`config.mk`:
```
export PLATFORM = sky130hd
export DESIGN_NAME = sdrc_bs_adapter
export DESIGN_NICKNAME = d
export VERILOG_FILES = /design/src/rtl/sdrc_bs_pkg.sv /design/src/rtl/sdrc_bs_rd_pack.sv /design/src/rtl/sdrc_bs_adapter.sv
export SDC_FILE = /design/constraint.sdc
export NUM_CORES = 1
export LEC_CHECK = 0
export ABC_AREA = 0
export ABC_CLOCK_PERIOD_IN_PS = 4300
export CAP_MARGIN = 15
export CORE_MARGIN = 5
export CORE_UTILIZATION = 50
export CTS_CLUSTER_DIAMETER = 80
export DETAILED_ROUTE_END_ITERATION = 10
export GPL_ROUTABILITY_DRIVEN = 0
export PLACE_DENSITY = 0.82
export SETUP_SLACK_MARGIN = 0.4
export SLEW_MARGIN = 10
export SYNTH_ARGS = -nofsm -noshare
export SYNTH_HDL_FRONTEND = slang
export SYNTH_SLANG_ARGS = --single-unit
```
`constraint.sdc`:
```
create_clock -name clk -period 4.3 [get_ports clk]
set_input_delay 0.645 -clock clk [delete_from_list [all_inputs] [get_ports clk]]
set_output_delay 0.645 -clock clk [all_outputs]
set_load 0.03 [all_outputs]
```
`src/rtl/sdrc_bs_pkg.sv`:
```
// Shared definitions for the app-to-SDRAM bus-width adapter:
// SDR width mode encodings, adapter FSM states and the ratio helper.
package sdrc_bs_pkg;

    localparam logic [1:0] MODE_FULL    = 2'b00;  // SDR_DW-wide lanes
    localparam logic [1:0] MODE_HALF    = 2'b01;  // SDR_DW/2-wide lanes
    localparam logic [1:0] MODE_QUARTER = 2'b10;  // SDR_DW/4-wide lanes
    localparam logic [1:0] MODE_BYTE    = 2'b11;  // 8-bit lanes

    typedef enum logic [1:0] {
        ST_IDLE = 2'd0,
        ST_REQ  = 2'd1,
        ST_WR   = 2'd2,
        ST_RD   = 2'd3
    } bs_state_e;

    // log2 of R = APP_DW / lane width for a given mode. Lane width never
    // drops below 8 bits; modes that would do so are clamped to a byte lane.
    function automatic logic [3:0] ratio_log2(input logic [1:0] mode,
                                              input int         app_dw_log2,
                                              input int         sdr_dw_log2);
        int lane_log2;
        if (mode == MODE_BYTE) begin
            lane_log2 = 3;
        end else begin
            lane_log2 = sdr_dw_log2 - int'(mode);
        end
        if (lane_log2 < 3) begin
            lane_log2 = 3;
        end
        return 4'(app_dw_log2 - lane_log2);
    endfunction

endpackage

```
`src/rtl/sdrc_bs_rd_pack.sv`:
```
// Read assembly: merges narrow SDR beats into one app word, lane by lane,
// and presents the completed word with a one-cycle valid pulse.
module sdrc_bs_rd_pack
    import sdrc_bs_pkg::*;
#(
    parameter int APP_DW = 64
) (
    input  logic              clk,
    input  logic              reset_n,
    input  logic              beat_en_i,    // a read beat is accepted this cycle
    input  logic              beat_last_i,  // the beat fills the top lane
    input  logic [APP_DW-1:0] beat_data_i,  // beat already shifted to its lane
    input  logic [APP_DW-1:0] beat_mask_i,  // ones over the lane being written
    output logic [APP_DW-1:0] rd_data_o,
    output logic              rd_valid_o
);

    logic [APP_DW-1:0] asm_q;
    logic [APP_DW-1:0] asm_d;
    logic [APP_DW-1:0] rd_data_q;
    logic              rd_valid_q;

    // Overwrite only the addressed lane of the assembly word.
    always_comb begin
        asm_d = asm_q;
        if (beat_en_i) begin
            asm_d = (asm_q & ~beat_mask_i) | beat_data_i;
        end
    end

    // Hold the partial word; publish it when the top lane lands.
    always_ff @(posedge clk or negedge reset_n) begin
        if (!reset_n) begin
            asm_q      <= '0;
            rd_data_q  <= '0;
            rd_valid_q <= 1'b0;
        end else begin
            asm_q      <= asm_d;
            rd_valid_q <= beat_en_i & beat_last_i;
            if (beat_en_i && beat_last_i) begin
                rd_data_q <= asm_d;
            end
        end
    end

    assign rd_data_o  = rd_data_q;
    assign rd_valid_o = rd_valid_q;

endmodule

```
`src/rtl/sdrc_bs_adapter.sv`:
```
// App-to-SDRAM bus-width adapter. Registers each app request, scales its
// address and length into SDR beats for the latched width mode, splits
// write words into lanes (lowest lane first) and assembles read beats.
module sdrc_bs_adapter
    import sdrc_bs_pkg::*;
#(
    parameter int APP_AW = 30,
    parameter int APP_DW = 64,
    parameter int APP_BW = APP_DW / 8,
    parameter int APP_RW = 9,
    parameter int SDR_DW = 32,
    parameter int SDR_BW = SDR_DW / 8
) (
    input  logic              clk,
    input  logic              reset_n,
    input  logic [1:0]        sdr_width,
    input  logic              app_sdr_req,
    input  logic [APP_AW-1:0] app_req_addr,
    input  logic [APP_RW-1:0] app_req_len,
    input  logic              app_req_wr_n,
    input  logic              app_req_dma_last,
    output logic              app_req_ack,
    output logic              app_sdr_req_int,
    output logic [APP_AW+2:0] app_req_addr_int,
    output logic [APP_RW+2:0] app_req_len_int,
    output logic              app_req_wr_n_int,
    output logic              app_req_dma_last_int,
    input  logic              app_req_ack_int,
    input  logic [APP_DW-1:0] app_wr_data,
    input  logic [APP_BW-1:0] app_wr_en_n,
    output logic              app_wr_next,
    output logic [SDR_DW-1:0] app_wr_data_int,
    output logic [SDR_BW-1:0] app_wr_en_n_int,
    input  logic              app_wr_next_int,
    input  logic [SDR_DW-1:0] app_rd_data_int,
    input  logic              app_rd_valid_int,
    output logic [APP_DW-1:0] app_rd_data,
    output logic              app_rd_valid,
    output logic              busy
);

    localparam int LANE_W      = $clog2(APP_BW);
    localparam int CNT_W       = APP_RW + 3;
    localparam int APP_DW_LOG2 = $clog2(APP_DW);
    localparam int SDR_DW_LOG2 = $clog2(SDR_DW);

    bs_state_e         state_q, state_d;
    logic [1:0]        mode_q, mode_d;
    logic [APP_AW-1:0] addr_q, addr_d;
    logic [APP_RW-1:0] len_q, len_d;
    logic              wr_n_q, wr_n_d;
    logic              dma_last_q, dma_last_d;
    logic              req_int_q, req_int_d;
    logic              zero_ack_q, zero_ack_d;
    logic [CNT_W-1:0]  beat_cnt_q, beat_cnt_d;
    logic [LANE_W-1:0] lane_q, lane_d;

    logic [3:0]             log2r;       // log2 of beats per app word
    logic [3:0]             log2w;       // log2 of lane width in bits
    logic [LANE_W-1:0]      last_lane;
    logic                   lane_is_last;
    logic [SDR_DW-1:0]      lane_mask;   // ones over the active low bits
    logic [SDR_BW-1:0]      byte_mask;
    logic [APP_DW_LOG2-1:0] bit_shift;   // bit offset of current lane
    logic [LANE_W-1:0]      byte_shift;  // byte offset of current lane
    logic [APP_DW-1:0]      wr_shift;
    logic [APP_BW-1:0]      en_shift;
    logic                   beat_step;

    assign log2r        = ratio_log2(mode_q, APP_DW_LOG2, SDR_DW_LOG2);
    assign log2w        = 4'(APP_DW_LOG2) - log2r;
    assign last_lane    = LANE_W'((32'd1 << log2r) - 32'd1);
    assign lane_is_last = (lane_q == last_lane);
    assign bit_shift    = APP_DW_LOG2'(lane_q) << log2w;
    assign byte_shift   = lane_q << (log2w - 4'd3);

    genvar gi;
    generate
        for (gi = 0; gi < SDR_DW; gi++) begin : g_lane_mask
            assign lane_mask[gi] = (32'(gi) < (32'd1 << log2w));
        end
        for (gi = 0; gi < SDR_BW; gi++) begin : g_byte_mask
            assign byte_mask[gi] = (32'(gi) < (32'd1 << (log2w - 4'd3)));
        end
    endgenerate

    // Write lane selection: unused high data bits 0, unused enables 1.
    assign wr_shift        = app_wr_data >> bit_shift;
    assign en_shift        = app_wr_en_n >> byte_shift;
    assign app_wr_data_int = (state_q == ST_WR) ? (wr_shift[SDR_DW-1:0] & lane_mask) : '0;
    assign app_wr_en_n_int = (state_q == ST_WR) ? (en_shift[SDR_BW-1:0] | ~byte_mask) : '1;
    assign app_wr_next     = (state_q == ST_WR) && app_wr_next_int && lane_is_last;

    // A data beat moves the burst forward in either direction.
    assign beat_step = ((state_q == ST_WR) && app_wr_next_int) ||
                       ((state_q == ST_RD) && app_rd_valid_int);

    // Request path outputs, scaled from the latched request and mode.
    assign app_sdr_req_int      = req_int_q;
    assign app_req_addr_int     = (APP_AW+3)'(addr_q) << log2r;
    assign app_req_len_int      = (APP_RW+3)'(len_q) << log2r;
    assign app_req_wr_n_int     = wr_n_q;
    assign app_req_dma_last_int = dma_last_q;
    assign busy                 = (state_q != ST_IDLE);

    // Next-state logic: request capture, core handshake, beat counting.
    always_comb begin
        state_d     = state_q;
        mode_d      = mode_q;
        addr_d      = addr_q;
        len_d       = len_q;
        wr_n_d      = wr_n_q;
        dma_last_d  = dma_last_q;
        req_int_d   = req_int_q;
        zero_ack_d  = 1'b0;
        beat_cnt_d  = beat_cnt_q;
        lane_d      = lane_q;
        app_req_ack = zero_ack_q;
        case (state_q)
            ST_IDLE: begin
                // While a zero-length ack is out, the app still holds req.
                if (app_sdr_req && !zero_ack_q) begin
                    if (app_req_len != '0) begin
                        mode_d     = sdr_width;
                        addr_d     = app_req_addr;
                        len_d      = app_req_len;
                        wr_n_d     = app_req_wr_n;
                        dma_last_d = app_req_dma_last;
                        req_int_d  = 1'b1;
                        state_d    = ST_REQ;
                    end else begin
                        zero_ack_d = 1'b1;
                    end
                end
            end
            ST_REQ: begin
                if (app_req_ack_int) begin
                    app_req_ack = 1'b1;
                    req_int_d   = 1'b0;
                    beat_cnt_d  = CNT_W'(len_q) << log2r;
                    lane_d      = '0;
                    state_d     = wr_n_q ? ST_RD : ST_WR;
                end
            end
            ST_WR, ST_RD: begin
                if (beat_step) begin
                    lane_d     = lane_is_last ? '0 : lane_q + 1'b1;
                    beat_cnt_d = beat_cnt_q - 1'b1;
                    if (beat_cnt_q == CNT_W'(1)) begin
                        state_d = ST_IDLE;
                    end
                end
            end
            default: state_d = ST_IDLE;
        endcase
    end

    // State and request registers; reset aborts any burst in flight.
    always_ff @(posedge clk or negedge reset_n) begin
        if (!reset_n) begin
            state_q    <= ST_IDLE;
            mode_q     <= '0;
            addr_q     <= '0;
            len_q      <= '0;
            wr_n_q     <= 1'b0;
            dma_last_q <= 1'b0;
            req_int_q  <= 1'b0;
            zero_ack_q <= 1'b0;
            beat_cnt_q <= '0;
            lane_q     <= '0;
        end else begin
            state_q    <= state_d;
            mode_q     <= mode_d;
            addr_q     <= addr_d;
            len_q      <= len_d;
            wr_n_q     <= wr_n_d;
            dma_last_q <= dma_last_d;
            req_int_q  <= req_int_d;
            zero_ack_q <= zero_ack_d;
            beat_cnt_q <= beat_cnt_d;
            lane_q     <= lane_d;
        end
    end

    sdrc_bs_rd_pack #(
        .APP_DW (APP_DW)
    ) u_rd_pack (
        .clk         (clk),
        .reset_n     (reset_n),
        .beat_en_i   ((state_q == ST_RD) && app_rd_valid_int),
        .beat_last_i (lane_is_last),
        .beat_data_i (APP_DW'(app_rd_data_int & lane_mask) << bit_shift),
        .beat_mask_i (APP_DW'(lane_mask) << bit_shift),
        .rd_data_o   (app_rd_data),
        .rd_valid_o  (app_rd_valid)
    );

endmodule
```
# Word level (Yosys, flattened, before mapping)
# Cells that the tools add are included.
[op_classes]
n_mux = 28
order_cmp = 37
eq_ne = 11
n_bitwise = 8
add_sub_neg = 7
n_reduce_logical = 17
n_shift = 11
[op_table]
columns = ["operator", "n"]
rows = [
  ["$lt A5 B32 Y1 const A", 16],
  ["$lt A4 B32 Y1 const A", 8],
  ["$lt A1 B32 Y1 const A", 4],
  ["$lt A2 B32 Y1 const A", 4],
  ["$lt A3 B32 Y1 const A", 4],
  ["$shl A32 B6 Y64", 2],
  ["$and A32 B32 Y32", 2],
  ["$and A64 B64 Y64", 1],
  ["$mux W32", 2],
  ["$mux W64", 1],
  ["$not A64 Y64", 1],
  ["$or A64 B64 Y64", 1],
  ["$shl A1 B4 Y32 const A", 2],
  ["$shr A64 B6 Y32", 1],
  ["$shl A30 B4 Y33", 1],
  ["$lt A32 B3 Y1 const B", 1],
  ["$mux W12", 2],
  ["$pmux W12 S2", 1],
  ["$eq A12 B1 Y1 const B", 1],
  ["$shl A9 B4 Y12", 1],
  ["$sub A12 B1 Y12 const B", 1],
  ["$mux W2", 5],
  ["$ne A2 B2 Y1 const B", 5],
  ["$mux W1", 9],
  ["other kinds (31)", 43],
]
[totals]
register_bits = 191
output_inout_bits = 152
elab_cells = 132

# Depth between registers and ports, before layout
[logic_depth]
ltp_word = 13
ltp_mapped = 10
ltp_nobuf = 6

# Hierarchy
# A second synthesis with hierarchy kept.
[hier_totals]
cells_unflattened = 1431
hier_area_um2 = 11890.2
[by_module_without_submodules]
columns = ["module", "seq_area_each_um2", "cells_per_inst", "area_per_inst_um2", "instances"]
rows = [
  ["sdrc_bs_adapter", 1551.5, 882, 6318.6, 1],
  ["sdrc_bs_rd_pack", 3228.1, 549, 5571.6, 1],
]

# Worst setup path after synthesis
# OpenSTA, ideal clock, no wires.
[synth_path]
kind = "register to output"
start = "register mode_q[1]"
end = "output app_wr_en_n_int[2]"
path_buffers = 4
setup_slack_ns = 1.017
required_ns = 3.655
arrival_time_ns = 2.638
path_stages_with_launch = 8
cell_sequence = "dfrtp_1 buf_6 buf_4 buf_2 clkbuf_1 ha_1 o221ai_2 o311ai_0"
[synth_via]
elab_chain_len = 12
[synth_rtl]
columns = ["element", "line", "source"]
rows = [
  ["start: declaration", "sdrc_bs_adapter.sv:48", "logic [1:0] mode_q, mode_d;"],
  ["start signal: assignment", "sdrc_bs_adapter.sv:173", "mode_q <= mode_d;"],
  ["$sub A3 B2 Y4 or $eq A2 B2 Y1 (tied branches)", "sdrc_bs_pkg.sv:26, sdrc_bs_pkg.sv:23", ""],
  ["$mux W32 (*)", "sdrc_bs_pkg.sv:23", "if (mode == MODE_BYTE) begin"],
  ["$lt A32 B3 Y1", "sdrc_bs_pkg.sv:28", "if (lane_log2 < 3) begin"],
  ["$mux W4 (*)", "sdrc_bs_pkg.sv:28", ""],
  ["$sub A4 B4 Y4 (*)", "sdrc_bs_pkg.sv:31", "return 4'(app_dw_log2 - lane_log2);"],
  ["$sub A3 B4 Y4 (*)", "sdrc_bs_adapter.sv:71", "assign log2w = 4'(APP_DW_LOG2) - log2r;"],
  ["$sub A4 B2 Y4 (*)", "sdrc_bs_adapter.sv:75, sdrc_bs_adapter.sv:83", ""],
  ["$shl A1 B4 Y32", "sdrc_bs_adapter.sv:83", "assign byte_mask[gi] = (32'(gi) < (32'd1 << (log2w - 4'd3)));"],
  ["$lt A2 B32 Y1", "sdrc_bs_adapter.sv:83", ""],
  ["$not A4 Y4", "sdrc_bs_adapter.sv:91", "assign app_wr_en_n_int = (state_q == ST_WR) ? (en_shift[SDR_BW-1:0] | ~byte_mask) : '1;"],
  ["$or A4 B4 Y4 (*)", "sdrc_bs_adapter.sv:91", ""],
  ["$mux W4 (*)", "sdrc_bs_adapter.sv:91", ""],
  ["end: declaration", "sdrc_bs_adapter.sv:33", "output logic [SDR_BW-1:0] app_wr_en_n_int,"],
]
# Every way passes the cells marked *; elsewhere a longest branch is shown, timed or not.

# Final worst setup path
[layout_path]
start = "register mode_q[1]"
end = "output app_wr_en_n_int[1]"
[layout_via]
elab_chain_len = 12
[layout_rtl]
columns = ["element", "line"]
rows = [
  ["$sub A3 B2 Y4 or $eq A2 B2 Y1 (tied branches)", "sdrc_bs_pkg.sv:26, sdrc_bs_pkg.sv:23"],
  ["$mux W32 (*)", "sdrc_bs_pkg.sv:23"],
  ["$lt A32 B3 Y1", "sdrc_bs_pkg.sv:28"],
  ["$mux W4 (*)", "sdrc_bs_pkg.sv:28"],
  ["$sub A4 B4 Y4 (*)", "sdrc_bs_pkg.sv:31"],
  ["$sub A3 B4 Y4 (*)", "sdrc_bs_adapter.sv:71"],
  ["$sub A4 B2 Y4 (*)", "sdrc_bs_adapter.sv:75, sdrc_bs_adapter.sv:83"],
  ["$shl A1 B4 Y32", "sdrc_bs_adapter.sv:83"],
  ["$lt A1 B32 Y1", "sdrc_bs_adapter.sv:83"],
  ["$not A4 Y4", "sdrc_bs_adapter.sv:91"],
  ["$or A4 B4 Y4 (*)", "sdrc_bs_adapter.sv:91"],
  ["$mux W4 (*)", "sdrc_bs_adapter.sv:91"],
]
# Marked as above.

==> flow_summary.yaml <==
power:
  p_total_mw: 13.3
  switchingPower_mw: 6.64
  comb_power_share_pct: 62.5
  peakVddDrop_uv: 604
  seqPwrFrac_pct: 25.0
  p_int_mw: 6.70
  switching_share_pct: 49.7
  p_per_area_nw_per_um2: 895
  power.leakage_nw: 6.33
  clockPowerShare_pct: 12.5
route:
  ant_nets: 0
  post_drt_via_cell_ratio: 6.25
  vias: 10913
  route.detailed.drc: 0
  wl_per_cell_um: 21.9
  drtPass1Iterations: 6
  drt_iter0_drc: 1163
  wl_um: 38200
die:
  die_w_um: 160
  die_h_um: 160
  start_util_pct: 51.1
  die_area_um2: 25500
  coreArea_um2: 22000
  rows: 54
  io_pins: 305
clock_tree:
  clock_path_buffers: 2
  cts_hold_buffers: 0
  htree_levels: 4
  clockRootBuffer: "clkbuf_16"
  cts.sink_count: 191
  cts_buffers: 17
  cts_tree: "yes"
  insertion_delay_ns: 0.45
  clk_pin_slew_worst_paths_ns: 0.08
timing:
  max_freq_mhz: 265
  fin_hold_ws_ns: 0.389
  tightestPinTransition_ns: 1.04
  period_minus_slack_ns: 3.77
  post-route-period-util_pct: 87.7
  finalSetupViolations: 0
  clock_skew_ns: 0.0196
  hold_viol_final: 0
  rsz0062_at_grt: "false"
  drv_slew: 0
  relSlewSlack_pct: 30.9
  fin_setup_tns_ns: 0
synth:
  synthCells: 1217
  yosys_warnings: 0
  synthDistinctLibCells: 80
  synthTopCellsByArea: "dfrtp_1 (43%), nand2_1 (5.5%), o21ai_0 (5.3%)"
  synth_ff_type: "dfrtp_1"
  syn-cell-area_um2: 11200
  yosysMostFrequentCell: "dfrtp_1"
  yosysTopAreaCell: "dfrtp_1"
  synth_edf_count: 0
  ys_top_cells_by_count: "dfrtp_1 (191), nand2_1 (163), o21ai_0 (119)"
  async_reset_ff_share_pct: 100
  postSynthAreaPerCell_um2: 9.22
  yosysSeqAreaShare_pct: 42.6
  synth.top_cell.area_share_pct: 42.6
  ys_ff_latch: 191
setup_path:
  setup.worst_path.start_class: "register"
  r2r_slack_ns: 1.34
  reg2regPathDepth: 6
  cp_data_arrival_time_ns: 3.12
  worstPathMaxFanout: 28
  cp.required_ns: 3.65
  timing.rr.start: "lane_q[1]"
  regToRegEndpoint: "u_rd_pack.asm_q[15]"
  critPathKind: "register to output port"
  worstSetupEndpointType: "output port"
global_routing:
  antenna_found_initial: 0
  track_usage_pct: 29.0
  grt_start_max_net_pins: 135
  grt_pass1_vias: 10757
  grt.overflow.total: 0
  grt_pass1_wl_um: 60000
status:
  status: "complete, no violations"
min_path:
  hold_path.class: "input port to asynchronous set/reset pin"
layout:
  nets: 1612
  antenna_cells: 0
  syn2layout_area_growth_pct: 32.9
  drive_above_1_share_pct: 11.6
  final_util_pct: 67.9
placed_design:
  dp_hpwl_um: 27100
  io_buffers: 302
run:
  cap_violations: 0
[kinds of logic after synthesis]
kind of cell	after synthesis	synth area share [%]
DFF	191	42.6
AOI/OAI and AO/OA	383	23.1
muxes	99	9.39
other	1	0.0334
buffers and inverters	127	5.84
adders and majority gates	5	0.558
and+or+nand+nor	411	18.4
[registers in the layout, indices dropped and copies added (netlist names), 2 cells and up]
| name | flops |
|---|---|
| u_rd_pack.asm_q | 64 |
| u_rd_pack.rd_data_o | 64 |
| addr_q | 30 |
| beat_cnt_q | 12 |
| len_q | 9 |
| lane_q | 3 |
| mode_q | 2 |
| state_q | 2 |
[metal layers]
layer / vias to the layer above / track usage (%) / share of wire (%)
met5: - / 0 / 0
met4: 0 / 9.74 / 3.3
met3: 99 / 9.15 / 11
met2: 655 / 45.9 / 46
met1: 5188 / 38.2 / 40
li1: 4971 / - / -
[power groups by stage]
| stage | Clock, mW | Sequential (mW) | Combinational, mW |
|---|---|---|---|
| 3_5_place_dp | 0 | 3.38 | 8.19 |
| 5_1_grt | 1.78 | 3.44 | 8.90 |
| 2_1_floorplan | 0 | 3.67 | 4.89 |
| 3_3_place_gp | 0 | 3.34 | 8.05 |
| 4_1_cts | 1.68 | 3.32 | 8.28 |
| 6_report | 1.67 | 3.34 | 8.33 |
[area by class of cell]
class / count / area, um^2
sequential: 191 / 4790
timing repair buffer: 327 / 3260
inverter: 17 / 70.1
multi-input combinational: 900 / 5820
clock buffer: 17 / 425
clock inverter: 15 / 198
fill: 1703 / 7060
tap: 280 / 350
[worst max path at each step]
stage / startpoint / to / slack, ns / depth (start not counted)
finish: mode_q[1] / app_wr_en_n_int[1] / 0.53 / 7
global route: mode_q[1] / app_wr_en_n_int[1] / 0.43 / 7
CTS: mode_q[1] / app_wr_data_int[6] / 0.42 / 6
detailed placement: mode_q[1] / app_wr_en_n_int[1] / 0.68 / 7
global placement: mode_q[1] / app_wr_en_n_int[0] / 0.77 / 7
floorplan: mode_q[1] / app_wr_en_n_int[2] / 1.02 / 7
[layout by cell type, fill, tap and decap left out, types with 9 or more instances in the layout]
master	instances
clkdlybuf4s50_1	273
dfrtp_1	188
nand2_1	162
o21ai_0	119
nor2_1	55
a21oi_1	50
mux2i_1	49
nand3_1	44
buf_4	42
and3_1	39
mux2_2	39
a31oi_1	36
nor2b_1	21
a211oi_1	20
clkbuf_16	17
inv_1	15
o31ai_1	14
a221o_1	14
a2111oi_0	14
nor3_1	13
and4b_1	12
a221oi_1	12
o2bb2ai_1	11
nor4_1	11
mux2_1	11
a21o_1	10
a22o_1	9
a21bo_2	9
[timing repair]
action / 4_1_cts / 5_1_grt
gates resized for setup: 1 / 5
endpoints found under the setup margin: 7 / 19
buffers inserted: 1 / 0
[critical path: stages (launching register included)]
cell and delay (ns):
dfrtp_4 0.62, clkinv_2 0.22, ha_1 0.37, and4b_1 0.28, nor2_1 0.22, mux2_2 0.38, a221o_1 0.40, buf_4 0.19
[stage by stage]
| step | cell area [um^2] | setup slack (ns) | instances |
|---|---|---|---|
| 2_1_floorplan | 11200 | 1.02 | 1218 |
| 3_3_place_gp | 14200 | 0.772 | 1714 |
| 3_5_place_dp | 14200 | 0.677 | 1714 |
| 4_1_cts | 14900 | 0.421 | 1747 |
| 5_1_grt | 14900 | 0.426 | 1747 |
| 6_report | 14900 | 0.531 | 1747 |
(Power assumes the default switching activity.)
